<file path="src/rtl/rf_pkg.sv">
// Shared register-file types: address width, the hardwired zero register and the
// writeback queue entry layout.
package rf_pkg;

    localparam int REG_ADDR_W = 5;
    localparam int DATA_W     = 32;

    localparam logic [REG_ADDR_W-1:0] X0 = 5'd0;

    typedef struct packed {
        logic [REG_ADDR_W-1:0] rd;
        logic [DATA_W-1:0]     data;
    } wb_entry_t;

endpackage

</file>
<file path="src/rtl/wb_bypass_search.sv">
// Youngest-first lookup of a source register among the occupied writeback entries.
module wb_bypass_search
    import rf_pkg::*;
#(
    parameter int  DEPTH = 4,
    localparam int PTR_W = $clog2(DEPTH)
) (
    input  wb_entry_t               entries [DEPTH],
    input  logic [DEPTH-1:0]        valid,
    input  logic [PTR_W-1:0]        head,
    input  logic [REG_ADDR_W-1:0]   addr,
    output logic                    hit,
    output logic [DATA_W-1:0]       data
);

    logic [PTR_W-1:0] idx_s;
    logic             match_s;

    // Walk from head toward tail so a later (younger) match overrides an older one.
    always_comb begin
        hit     = 1'b0;
        data    = '0;
        idx_s   = head;
        match_s = 1'b0;
        for (int k = 0; k < DEPTH; k++) begin
            idx_s   = head + PTR_W'(k);
            match_s = valid[idx_s] && (addr != X0) && (entries[idx_s].rd == addr);
            hit     = hit | match_s;
            data    = match_s ? entries[idx_s].data : data;
        end
    end

endmodule

</file>
<file path="src/rtl/regfile_wb_queue.sv">
// Writeback queue feeding the register file write port, with two bypass lookups
// that expose pending values before they retire.
module regfile_wb_queue
    import rf_pkg::*;
#(
    parameter int  N     = 32,
    parameter int  DEPTH = 4,
    localparam int PTR_W = $clog2(DEPTH),
    localparam int CNT_W = PTR_W + 1
) (
    input  logic                  clk,
    input  logic                  rst,
    input  logic                  in_valid,
    output logic                  in_ready,
    input  logic [REG_ADDR_W-1:0] in_rd,
    input  logic [N-1:0]          in_data,
    input  logic                  wb_hold,
    output logic                  RegWrite,
    output logic [REG_ADDR_W-1:0] WriteReg,
    output logic [N-1:0]          WriteData,
    input  logic [REG_ADDR_W-1:0] byp_addr1,
    input  logic [REG_ADDR_W-1:0] byp_addr2,
    output logic                  byp_hit1,
    output logic                  byp_hit2,
    output logic [N-1:0]          byp_data1,
    output logic [N-1:0]          byp_data2,
    output logic [CNT_W-1:0]      count
);

    wb_entry_t          mem_r [DEPTH];
    logic [PTR_W-1:0]   wr_ptr_r;
    logic [PTR_W-1:0]   rd_ptr_r;
    logic [CNT_W-1:0]   count_r;

    logic               push_s;
    logic               pop_s;
    wb_entry_t          head_s;
    logic [DEPTH-1:0]   valid_s;
    logic [PTR_W-1:0]   offset_s;

    assign count    = count_r;
    assign in_ready = (count_r < CNT_W'(DEPTH));
    // Writes to x0 are acknowledged but never enqueued.
    assign push_s   = in_valid && in_ready && (in_rd != X0);
    assign pop_s    = (count_r != {CNT_W{1'b0}}) && !wb_hold;
    assign head_s   = mem_r[rd_ptr_r];

    // Pointer and occupancy bookkeeping.
    always_ff @(posedge clk) begin
        if (rst) begin
            wr_ptr_r <= '0;
            rd_ptr_r <= '0;
            count_r  <= '0;
        end else begin
            if (push_s) begin
                wr_ptr_r <= wr_ptr_r + PTR_W'(1);
            end
            if (pop_s) begin
                rd_ptr_r <= rd_ptr_r + PTR_W'(1);
            end
            case ({push_s, pop_s})
                2'b10:   count_r <= count_r + CNT_W'(1);
                2'b01:   count_r <= count_r - CNT_W'(1);
                default: count_r <= count_r;
            endcase
        end
    end

    // Entry storage; contents are only meaningful where the occupancy mask is set.
    always_ff @(posedge clk) begin
        if (push_s) begin
            mem_r[wr_ptr_r] <= '{rd: in_rd, data: in_data};
        end
    end

    // Slot i is occupied when its distance from the head is below the count.
    always_comb begin
        valid_s  = '0;
        offset_s = '0;
        for (int i = 0; i < DEPTH; i++) begin
            offset_s   = PTR_W'(i) - rd_ptr_r;
            valid_s[i] = ({1'b0, offset_s} < count_r);
        end
    end

    // Present the head entry to the register file while it is being retired.
    always_comb begin
        if (pop_s) begin
            RegWrite  = 1'b1;
            WriteReg  = head_s.rd;
            WriteData = head_s.data;
        end else begin
            RegWrite  = 1'b0;
            WriteReg  = X0;
            WriteData = '0;
        end
    end

    wb_bypass_search #(.DEPTH(DEPTH)) u_byp1 (
        .entries (mem_r),
        .valid   (valid_s),
        .head    (rd_ptr_r),
        .addr    (byp_addr1),
        .hit     (byp_hit1),
        .data    (byp_data1)
    );

    wb_bypass_search #(.DEPTH(DEPTH)) u_byp2 (
        .entries (mem_r),
        .valid   (valid_s),
        .head    (rd_ptr_r),
        .addr    (byp_addr2),
        .hit     (byp_hit2),
        .data    (byp_data2)
    );

endmodule
</file>
<file path="config.mk">
export PLATFORM = sky130hd
export DESIGN_NAME = regfile_wb_queue
export DESIGN_NICKNAME = d
export VERILOG_FILES = /design/src/rtl/rf_pkg.sv /design/src/rtl/wb_bypass_search.sv /design/src/rtl/regfile_wb_queue.sv
export SDC_FILE = /design/constraint.sdc
export NUM_CORES = 1
export LEC_CHECK = 0
export BUFFER_PORTS_ARGS = -buffer_cell sky130_fd_sc_hd__buf_4
export CELL_PAD_IN_SITES_DETAIL_PLACEMENT = 0
export CELL_PAD_IN_SITES_GLOBAL_PLACEMENT = 1
export CORE_UTILIZATION = 42
export CTS_BUF_LIST = sky130_fd_sc_hd__clkbuf_4 sky130_fd_sc_hd__clkbuf_8
export DETAILED_ROUTE_END_ITERATION = 10
export HOLD_SLACK_MARGIN = 0.08
export PLACE_DENSITY = 0.76
export RECOVER_POWER = 50
export SLEW_MARGIN = 20
export SYNTH_ARGS = -nofsm -noshare
export SYNTH_HDL_FRONTEND = slang
export SYNTH_SLANG_ARGS = --single-unit
</file>
<file path="constraint.sdc">
create_clock -name clk -period 4 [get_ports clk]
set_clock_uncertainty 0.2 [all_clocks]
set_input_delay 0.4 -clock clk [delete_from_list [all_inputs] [get_ports clk]]
set_output_delay 0.4 -clock clk [all_outputs]
set_load 0.01 [all_outputs]
</file>
Word-level counts from Yosys, hierarchy flattened
Cells that the tools add are included.

operators by class
  $add $sub $neg = 10
  order comparisons = 15
  eq/ne operators = 10
  mux-type cells = 35
  bitwise gates (word level) = 11
  reduce and logical (&&, ||, !) cells = 26

operators with widths
  kind                                                                   count
  37-bit 2-to-1 mux                                                      9
  37-bit binary-select mux with 2-bit select                             4
  32-bit 2-to-1 mux                                                      9
  148-bit bitwise mux                                                    1
  37-bit demux with 2-bit select                                         1
  5-bit equality test                                                    8
  1-bit logical AND                                                      20
  3-bit greater-or-equal comparator (second input constant)              5
  2-bit inverter with 3-bit output                                       5
  5-bit nonzero test                                                     3
  2-bit by 3-bit < comparator with 1-bit output                          4
  2-bit by 3-bit < comparator with 1-bit output (second input constant)  4
  1-bit binary-select mux with 2-bit select                              4
  1-bit bitwise OR                                                       6
  3-bit one-hot mux with 2 select lines                                  1
  1-bit 2-to-1 mux                                                       5
  5-bit 2-to-1 mux                                                       1
  2-bit by 1-bit adder with 2-bit output (second input constant)         2
  2-bit adder (second input constant)                                    2
  1-bit by 2-bit subtractor with 2-bit output (first input constant)     2
  2-bit subtractor (first input constant)                                2
  3-bit by 1-bit adder with 3-bit output (second input constant)         1
  3-bit by 1-bit < comparator with 1-bit output (second input constant)  1
  3-bit < comparator (second input constant)                             1
  6 further kinds                                                        6

word-level totals
  bits in registers = 155
  bits of input ports = 51

Logic depth before layout (Yosys ltp)
Gate-level depths: netlist (run 1).

  word-level depth = 10
  mapped depth = 18
  depth with buffers taken out = 9

Cells and area by module
A second synthesis (run 1) with hierarchy kept.

second synthesis, totals
  cells, all modules = 1352
  area, all modules = 14690.3 um2

modules (own cells, without submodules)
  module            instances  cells each  area an instance (um2)  sequential area each (um2)
  wb_bypass_search  2          523         4235.3                  0.0
  regfile_wb_queue  1          306         6219.7                  4584.4

Worst setup path before layout (run 1)
Ideal clock, no wire load.

  kind = reg2out
  from = register rd_ptr_r[0]
  to = output byp_data1[0]
  arrival = 3.566 ns
  data required time = 3.400 ns
  slack = -0.166 ns
  stages on the path, launching flop included = 19
  buffers on the path = 9
  cells stage by stage = dfxtp_1 buf_4 buf_4 buf_4 buf_2 buf_2 buf_2 buf_2 xnor2_1 inv_1 ha_1 a21oi_1 mux4_2 o211ai_2 or2_1 buf_2 buf_2 o22ai_1 a21oi_1

on the way
  cells in the longest elaborated chain, start to end = 10

ends and longest elaborated chain
  what                                                                                line                                            source
  start, declared                                                                     regfile_wb_queue.sv:32                          logic [PTR_W-1:0] rd_ptr_r;
  start signal, assigned                                                              regfile_wb_queue.sv:59                          rd_ptr_r <= rd_ptr_r + PTR_W'(1);
  1-bit by 2-bit subtractor with 2-bit output, or another cell as far along           regfile_wb_queue.sv:81                          offset_s = PTR_W'(i) - rd_ptr_r;
  2-bit by 3-bit < comparator with 1-bit output, or another cell as far along         regfile_wb_queue.sv:82                          valid_s[i] = ({1'b0, offset_s} < count_r);
  1-bit binary-select mux with 2-bit select, or another cell as far along             wb_bypass_search.sv:27                          match_s = valid[idx_s] && (addr != X0) && (entries[idx_s].rd == addr);
  1-bit 2-to-1 mux (implied by the code) / 37-bit 2-to-1 mux (equally long branches)  wb_bypass_search.sv:27
  1-bit logical AND, or another cell as far along                                     wb_bypass_search.sv:27
  1-bit logical AND / 5-bit equality test (equally long branches)                     wb_bypass_search.sv:27
  32-bit 2-to-1 mux / 1-bit logical AND (equally long branches)                       wb_bypass_search.sv:29, wb_bypass_search.sv:27
  32-bit 2-to-1 mux (2 in series)                                                     wb_bypass_search.sv:29                          data = match_s ? entries[idx_s].data : data;
  32-bit 2-to-1 mux (*)                                                               wb_bypass_search.sv:29
  end, declared                                                                       regfile_wb_queue.sv:25                          output logic [N-1:0] byp_data1,

Mark *: on every way between the ends. The rest lies on a longest branch, timed or not. The select of a mux whose other input is x is not followed.

Worst setup path after layout (run 1)
  from = register rd_ptr_r[1]
  to = output byp_data2[31]

on the way
  cells in the longest elaborated chain, start to end = 10

ends and longest elaborated chain
  what                                                                                line                                            source
  1-bit by 2-bit subtractor with 2-bit output, or another cell as far along           regfile_wb_queue.sv:81
  2-bit by 3-bit < comparator with 1-bit output, or another cell as far along         regfile_wb_queue.sv:82
  1-bit binary-select mux with 2-bit select, or another cell as far along             wb_bypass_search.sv:27
  1-bit 2-to-1 mux (implied by the code) / 37-bit 2-to-1 mux (equally long branches)  wb_bypass_search.sv:27
  1-bit logical AND, or another cell as far along                                     wb_bypass_search.sv:27
  1-bit logical AND / 5-bit equality test (equally long branches)                     wb_bypass_search.sv:27
  32-bit 2-to-1 mux / 1-bit logical AND (equally long branches)                       wb_bypass_search.sv:29, wb_bypass_search.sv:27
  32-bit 2-to-1 mux (2 in series)                                                     wb_bypass_search.sv:29
  32-bit 2-to-1 mux (*)                                                               wb_bypass_search.sv:29
  end, declared                                                                       regfile_wb_queue.sv:26                          output logic [N-1:0] byp_data2,

Marks and branches as above.

==> impl_metrics.py, run 1 <==
metrics = {
    "sta": {
        "fmax_ghz": 0.257,
        "drv_slew": 22,
        "worstMarginPinSlew_ps": 2060,
        "hold_ws_ps": 280,
        "setup_viol": 0,
        "max-slew-margin-rel_pct": -37.1,
        "finalCritPeriodShare_pct": 97.3,
        "period_minus_slack_ps": 3890,
        "final_hold_viol_count": 0,
    },
    "clocking": {
        "clock_latency_ps": 460,
        "cts_buffer_depth": 2,
        "numCtsBuffers": 17,
        "cts_tree": "built",
        "cts_sinks": 155,
        "clock-root-buffer": "clkbuf_8",
        "htreeDepth": 4,
        "path_clk_slew_ps": 90,
    },
    "final_layout": {
        "final_cell_mix": "buf_4, edfxtp_1, mux2i_1",
        "fin_area_mm2": 0.0141,
        "final_common_cell": "buf_4",
        "final_layout_size_suffix_gt1_share_pct": 26.7,
        "nets": 1396,
        "final_cells": 1689,
        "n_fill_cell": 2475,
        "area_growth_pct": 22.8,
        "antennaDiodeCount": 0,
    },
    "die": {
        "die_area_mm2": 0.0279,
        "die_w_um": 167,
        "row_count": 60,
        "ios": 159,
        "die_h_um": 167,
        "core_area_mm2": 0.0269,
        "start_util_pct": 42.6,
    },
    "job": {
        "max-cap-violations": 2,
    },
    "setup_path": {
        "crit_start": "rd_ptr_r[1]",
        "cp_max_fo": 19,
        "arrival_ps": 3290,
        "critical_path_class": "reg -> out",
        "rr_startpoint": "count[2]",
        "crit_required_ps": 3400,
        "end_kind": "output pin",
        "critPathLaunchType": "register",
    },
    "route": {
        "avgViaCountPerCell": 6.05,
        "drt-total-wl_mm": 35.1,
        "drt-wirelength-per-cell_um": 20.8,
        "drt_pre_antenna_iters": 5,
        "drt_iter0_drc": 917,
        "ant_nets": 0,
        "drcViolationCount": 0,
        "vias": 10200,
    },
    "placed_design": {
        "dpl_cell_area_mm2": 0.0131,
        "dp_hpwl_mm": 22.9,
        "port-buffer-count": 158,
        "dp_cells": 1598,
        "place.gp.congestion": 0.857,
    },
    "hold_path": {
        "hp-class": "in -> reg",
        "worstHoldStart": "in_valid",
    },
    "yosys": {
        "syn_area_mm2": 0.0115,
        "netlist_instances": 1167,
        "synthArstFlopShare_pct": 0,
        "syn_nets": 1228,
        "syn_area_per_cell_um2": 9.82,
        "yosysSeqAreaShare_pct": 40.0,
        "synth_warnings": 0,
        "yosys.cell_types.count": 60,
        "synth_flop_cell": "edfxtp_1",
        "synth_edf_count": 148,
        "ys_ff_latch": 155,
    },
    "global_route": {
        "grt.total_usage_pct": 25.0,
        "overflow": 0,
        "grt_pass1_wl_mm": 54.1,
        "grt_pass1_vias": 9651,
        "antenna_found_initial": 0,
        "grt_max_degree": 81,
    },
    "power": {
        "pwr_density_cell_mw_per_mm2": 579,
        "p_leak_nw": 4.98,
        "ir_drop_mv": 0.355,
        "power_mw": 8.15,
    },
    "status": {
        "violations": "capacitance limit, slew limit",
        "status": "complete, but fails checks",
    },
}
## synthesized netlist by cell type, types with 18 or more instances
cell type / number / share of area, %
edfxtp_1: 148 / 39
nor2b_1: 33 / 1.8
xor2_1: 23 / 1.8
and2_1: 38 / 2.1
nand2_1: 69 / 2.3
mux4_2: 18 / 3.5
nor2_1: 81 / 2.7
mux2_2: 37 / 3.6
clkbuf_1: 39 / 1.3
buf_2: 41 / 1.8
nor3_1: 66 / 2.9
nor4_1: 31 / 1.7
o21ai_0: 35 / 1.5
o31a_1: 31 / 2.4
xnor2_1: 23 / 1.8
mux2i_1: 113 / 9.9
a21oi_1: 155 / 6.8
o22ai_1: 66 / 3.6
## kinds of logic after synthesis
group | Yosys count | share of synthesized area [%]
flops | 155 | 40.0
mux | 170 | 17.4
simple gates | 339 | 14.9
buf+inv | 122 | 5.76
compound gates | 325 | 17.3
fa+ha+maj | 10 | 1.16
xor+xnor | 46 | 3.52
## state kept, by name, summed over array words and instances (netlist names)
register and flops:
count 3, mem_r 148, rd_ptr_r 2, wr_ptr_r 2
## cell type report
cell class	instances	area, um^2	share of cell area, %
clock buffers	17	234	1.66
clock inverters	15	155	1.10
inverters	11	43.8	0.311
multi-input cells	891	6550	46.5
flip-flops and latches	155	4590	32.6
well taps	341	427	3.03
repair buffers	259	2070	14.7
## power breakdown
| part | switching, mW | leakage, nW | internal [mW] |
|---|---|---|---|
| Sequential | 0.120 | 1.42 | 2.00 |
| Clock | 0.659 | 0.193 | 0.516 |
| Combinational | 2.94 | 3.37 | 1.91 |
## metrics by stage
stage                     setup slack, ps  setup TNS (ps)  utilization (%)
after floorplan                      21.2               0                -
after detailed placement              167               0             48.8
after global routing                -22.1           -94.1             52.4
final                                 109               0             52.4
after CTS                           -40.2            -271             51.8
after global placement                234               0             48.8
## critical path: stages, from the launching register on
cell      delay, ps
dfxtp_4         420
buf_8           220
mux4_2          570
xor2_1          190
nor4_4          370
o211ai_4        170
nor2b_4         180
buf_4           160
buf_12          160
a21oi_2         220
buf_4           160
## repair_timing
| item | CTS | global route |
|---|---|---|
| setup buffers | 2 | 17 |
| resized for setup | 8 | 27 |
| gates cloned | 1 | 1 |
| pin swaps | 3 | 7 |
| endpoints found under the hold margin | 155 | 0 |
| hold buffers | 38 | 0 |
| setup endpoints to repair | 65 | 66 |
## routing by layer
| layer | routed length (um) | GRT usage, % | vias up |
|---|---|---|---|
| li1 | - | - | 4739 |
| met1 | 14900 | 32.8 | 4991 |
| met2 | 17300 | 42.6 | 435 |
| met3 | 2270 | 3.17 | 57 |
| met4 | 651 | 8.30 | 0 |
| met5 | 0 | 0 | - |
## final timing paths
kind / end / slack (ps) / cells after the start
hold / removal: wr_ptr_r[0] / 280 / 4
setup / recovery: byp_data2[31] / 110 / 10
hold reg to reg: count[1] / 350 / 2
setup reg to reg: mem_r[125] / 260 / 4
No activity file was read; power rests on OpenSTA's default activity.
==> run 2: changes to the inputs <==
--- a/config.mk
+++ b/config.mk
@@ -8,11 +8,12 @@
 export BUFFER_PORTS_ARGS = -buffer_cell sky130_fd_sc_hd__buf_4
 export CELL_PAD_IN_SITES_DETAIL_PLACEMENT = 0
 export CELL_PAD_IN_SITES_GLOBAL_PLACEMENT = 1
-export CORE_UTILIZATION = 42
+export CORE_UTILIZATION = 40
 export CTS_BUF_LIST = sky130_fd_sc_hd__clkbuf_4 sky130_fd_sc_hd__clkbuf_8
+export CTS_CLUSTER_DIAMETER = 120
 export DETAILED_ROUTE_END_ITERATION = 10
 export HOLD_SLACK_MARGIN = 0.08
-export PLACE_DENSITY = 0.76
+export PLACE_DENSITY = 0.73
 export RECOVER_POWER = 50
 export SLEW_MARGIN = 20
 export SYNTH_ARGS = -nofsm -noshare
==> run 2 against run 1 <==
The flow still finishes with violations (capacitance limit, slew limit); worst hold slack worse by 68 ps; total power is 0.67% lower; global-route usage is 0.66 points lower; count of clock-buffer cells in the layout stayed put; clock power is 7% higher; first-iteration DRC count is 24% lower; die area is 4.9% higher; via count is 2.5% lower; combinational power is 2% lower; final cell count is 1.9% higher; sequential power hardly changed; design area is 0.19% lower.
==> impl_metrics.py, run 2 (same netlist as run 1, synthesis figures left out) <==
metrics = {
    "setup_path": {
        "ff2ff_setup_slack_ps": 340,
        "worstSetupEndpoint": "byp_data1[30]",
        "rr_worst_depth": 4,
        "end_kind": "output pin",
        "critPathLaunchType": "register",
        "rr_startpoint": "count[2]",
        "r2r_end": "mem_r[116]",
        "arrival_ps": 3260,
        "critical_path_class": "reg -> out",
        "crit_start": "rd_ptr_r[1]",
        "cp_max_fo": 19,
        "crit_required_ps": 3400,
    },
    "placed_design": {
        "dp_hpwl_mm": 23.4,
        "dpl_cell_area_mm2": 0.0132,
        "place.gp.congestion": 0.831,
        "port-buffer-count": 158,
    },
    "final_layout": {
        "fin_area_mm2": 0.0140,
        "nets": 1391,
        "multi_input_area_mm2": 0.00652,
        "regArea_mm2": 0.00459,
        "largest_register_ffs": 148,
        "final_cell_mix": "buf_4, edfxtp_1, mux2i_1",
        "regMostFlops": "mem_r",
        "final_common_cell": "buf_4",
        "final_layout_size_suffix_gt1_share_pct": 26.3,
        "finalCoreUtilization_pct": 50.2,
        "area_growth_pct": 22.6,
        "antennaDiodeCount": 0,
        "n_fill_cell": 2616,
    },
    "clocking": {
        "numCtsBuffers": 17,
        "clock_latency_ps": 470,
        "htreeDepth": 4,
        "clock-root-buffer": "clkbuf_8",
        "cts_tree": "built",
        "cts_buffer_depth": 2,
        "cts_sinks": 155,
        "path_clk_slew_ps": 90,
    },
    "global_route": {
        "antenna_found_initial": 0,
        "overflow": 0,
        "grt.total_usage_pct": 24.3,
        "grt_pass1_wl_mm": 54.0,
        "grt_max_degree": 96,
        "grt_pass1_vias": 9658,
    },
    "route": {
        "drt_iter0_drc": 698,
        "vias": 9967,
        "drt-total-wl_mm": 35.2,
        "drt_pre_antenna_iters": 5,
        "drcViolationCount": 0,
        "ant_nets": 0,
        "avgViaCountPerCell": 5.79,
        "drt-wirelength-per-cell_um": 20.5,
    },
    "status": {
        "status": "complete, but fails checks",
        "violations": "capacitance limit, slew limit",
    },
    "sta": {
        "drv_slew": 42,
        "finalCritPeriodShare_pct": 96.6,
        "period_minus_slack_ps": 3860,
        "fmax_ghz": 0.259,
        "setup_viol": 0,
        "rsz0062_at_grt": "yes",
        "hold_ws_ps": 212,
        "max-slew-margin-rel_pct": -34.4,
        "final_hold_viol_count": 0,
        "worstMarginPinSlew_ps": 2020,
    },
    "die": {
        "ios": 159,
        "die_area_mm2": 0.0293,
        "start_util_pct": 40.9,
        "row_count": 61,
        "die_w_um": 171,
        "die_h_um": 171,
        "core_area_mm2": 0.0280,
    },
    "hold_path": {
        "hp-class": "in -> reg",
    },
    "power": {
        "ir_drop_mv": 0.241,
        "p_leak_nw": 4.95,
        "pwr_density_cell_mw_per_mm2": 576,
    },
    "job": {
        "max-cap-violations": 2,
    },
}
-- run 2: cell types whose count changed in the layout (fill, tap and decap cells not counted), moves of 2 or more --
cell	delta
mux2i_2	+2
inv_6	-2
buf_6	-2
clkbuf_1	+2
buf_12	+2
mux2i_1	-2
buf_8	-3
-- run 2: stage by stage --
| step | power, mW | instances | TNS, ps | setup slack, ps |
|---|---|---|---|---|
| 6_report | 8.09 | 1721 | 0 | 137 |
| 5_1_grt | 8.63 | 1721 | -32.8 | -11.1 |
| 4_1_cts | 8.06 | 1707 | 0 | 3.53 |
| 3_5_place_dp | 6.75 | 1635 | 0 | 290 |
| 3_3_place_gp | 6.73 | 1635 | 0 | 391 |
| 2_1_floorplan | 5.32 | 1167 | 0 | 21.2 |
-- run 2: power by group --
part | internal, mW | total (mW) | switching [mW]
sequential | 2.00 | 2.11 | 0.108
combinational | 1.84 | 4.74 | 2.89
clock | 0.577 | 1.25 | 0.671
total | 4.42 | 8.09 | 3.67
-- run 2: layer usage --
| layer | vias to the layer above | track usage, % | part of all wire (%) |
|---|---|---|---|
| met4 | 0 | 8.35 | 2.1 |
| met3 | 50 | 3.89 | 6.3 |
| met1 | 4830 | 32.3 | 44 |
| li1 | 4715 | - | - |
| met5 | - | 0 | 0 |
| met2 | 372 | 40.1 | 48 |
-- run 2: timing repair --
action,CTS,global route
setup buffers,2,13
gates cloned,0,1
gates resized for setup,2,21
pin swaps,2,4
hold buffers,38,0
endpoints found under the hold margin,155,0
endpoints found under the setup margin,65,64
-- run 2: layout make-up --
type | instances | share of cell area [%]
clock buffers | 17 | 1.67
well taps | 378 | 3.37
flip-flops and latches | 155 | 32.7
clock inverters | 15 | 1.25
repair buffers | 255 | 14.3
inverters | 11 | 0.312
multi-input cells | 890 | 46.4
-- run 2: worst min path at each step --
stage	startpoint	to	slack (ps)	depth (start not counted)
after global routing	wb_hold	rd_ptr_r[0]	230	5
after CTS	wb_hold	rd_ptr_r[0]	200	5
final	wb_hold	rd_ptr_r[0]	210	5
after floorplan	rst	count[2]	270	1
after global placement	wr_ptr_r[1]	wr_ptr_r[1]	340	2
after detailed placement	count[1]	count[1]	360	2
-- run 2: worst max-delay path: stages, from the launching register on --
cell and delay [ps]:
dfxtp_4 440, buf_12 190, mux4_2 560, xnor2_1 190, nand4_1 300, or2_2 430, buf_4 220, o22ai_1 230
a21oi_2 70, buf_4 150
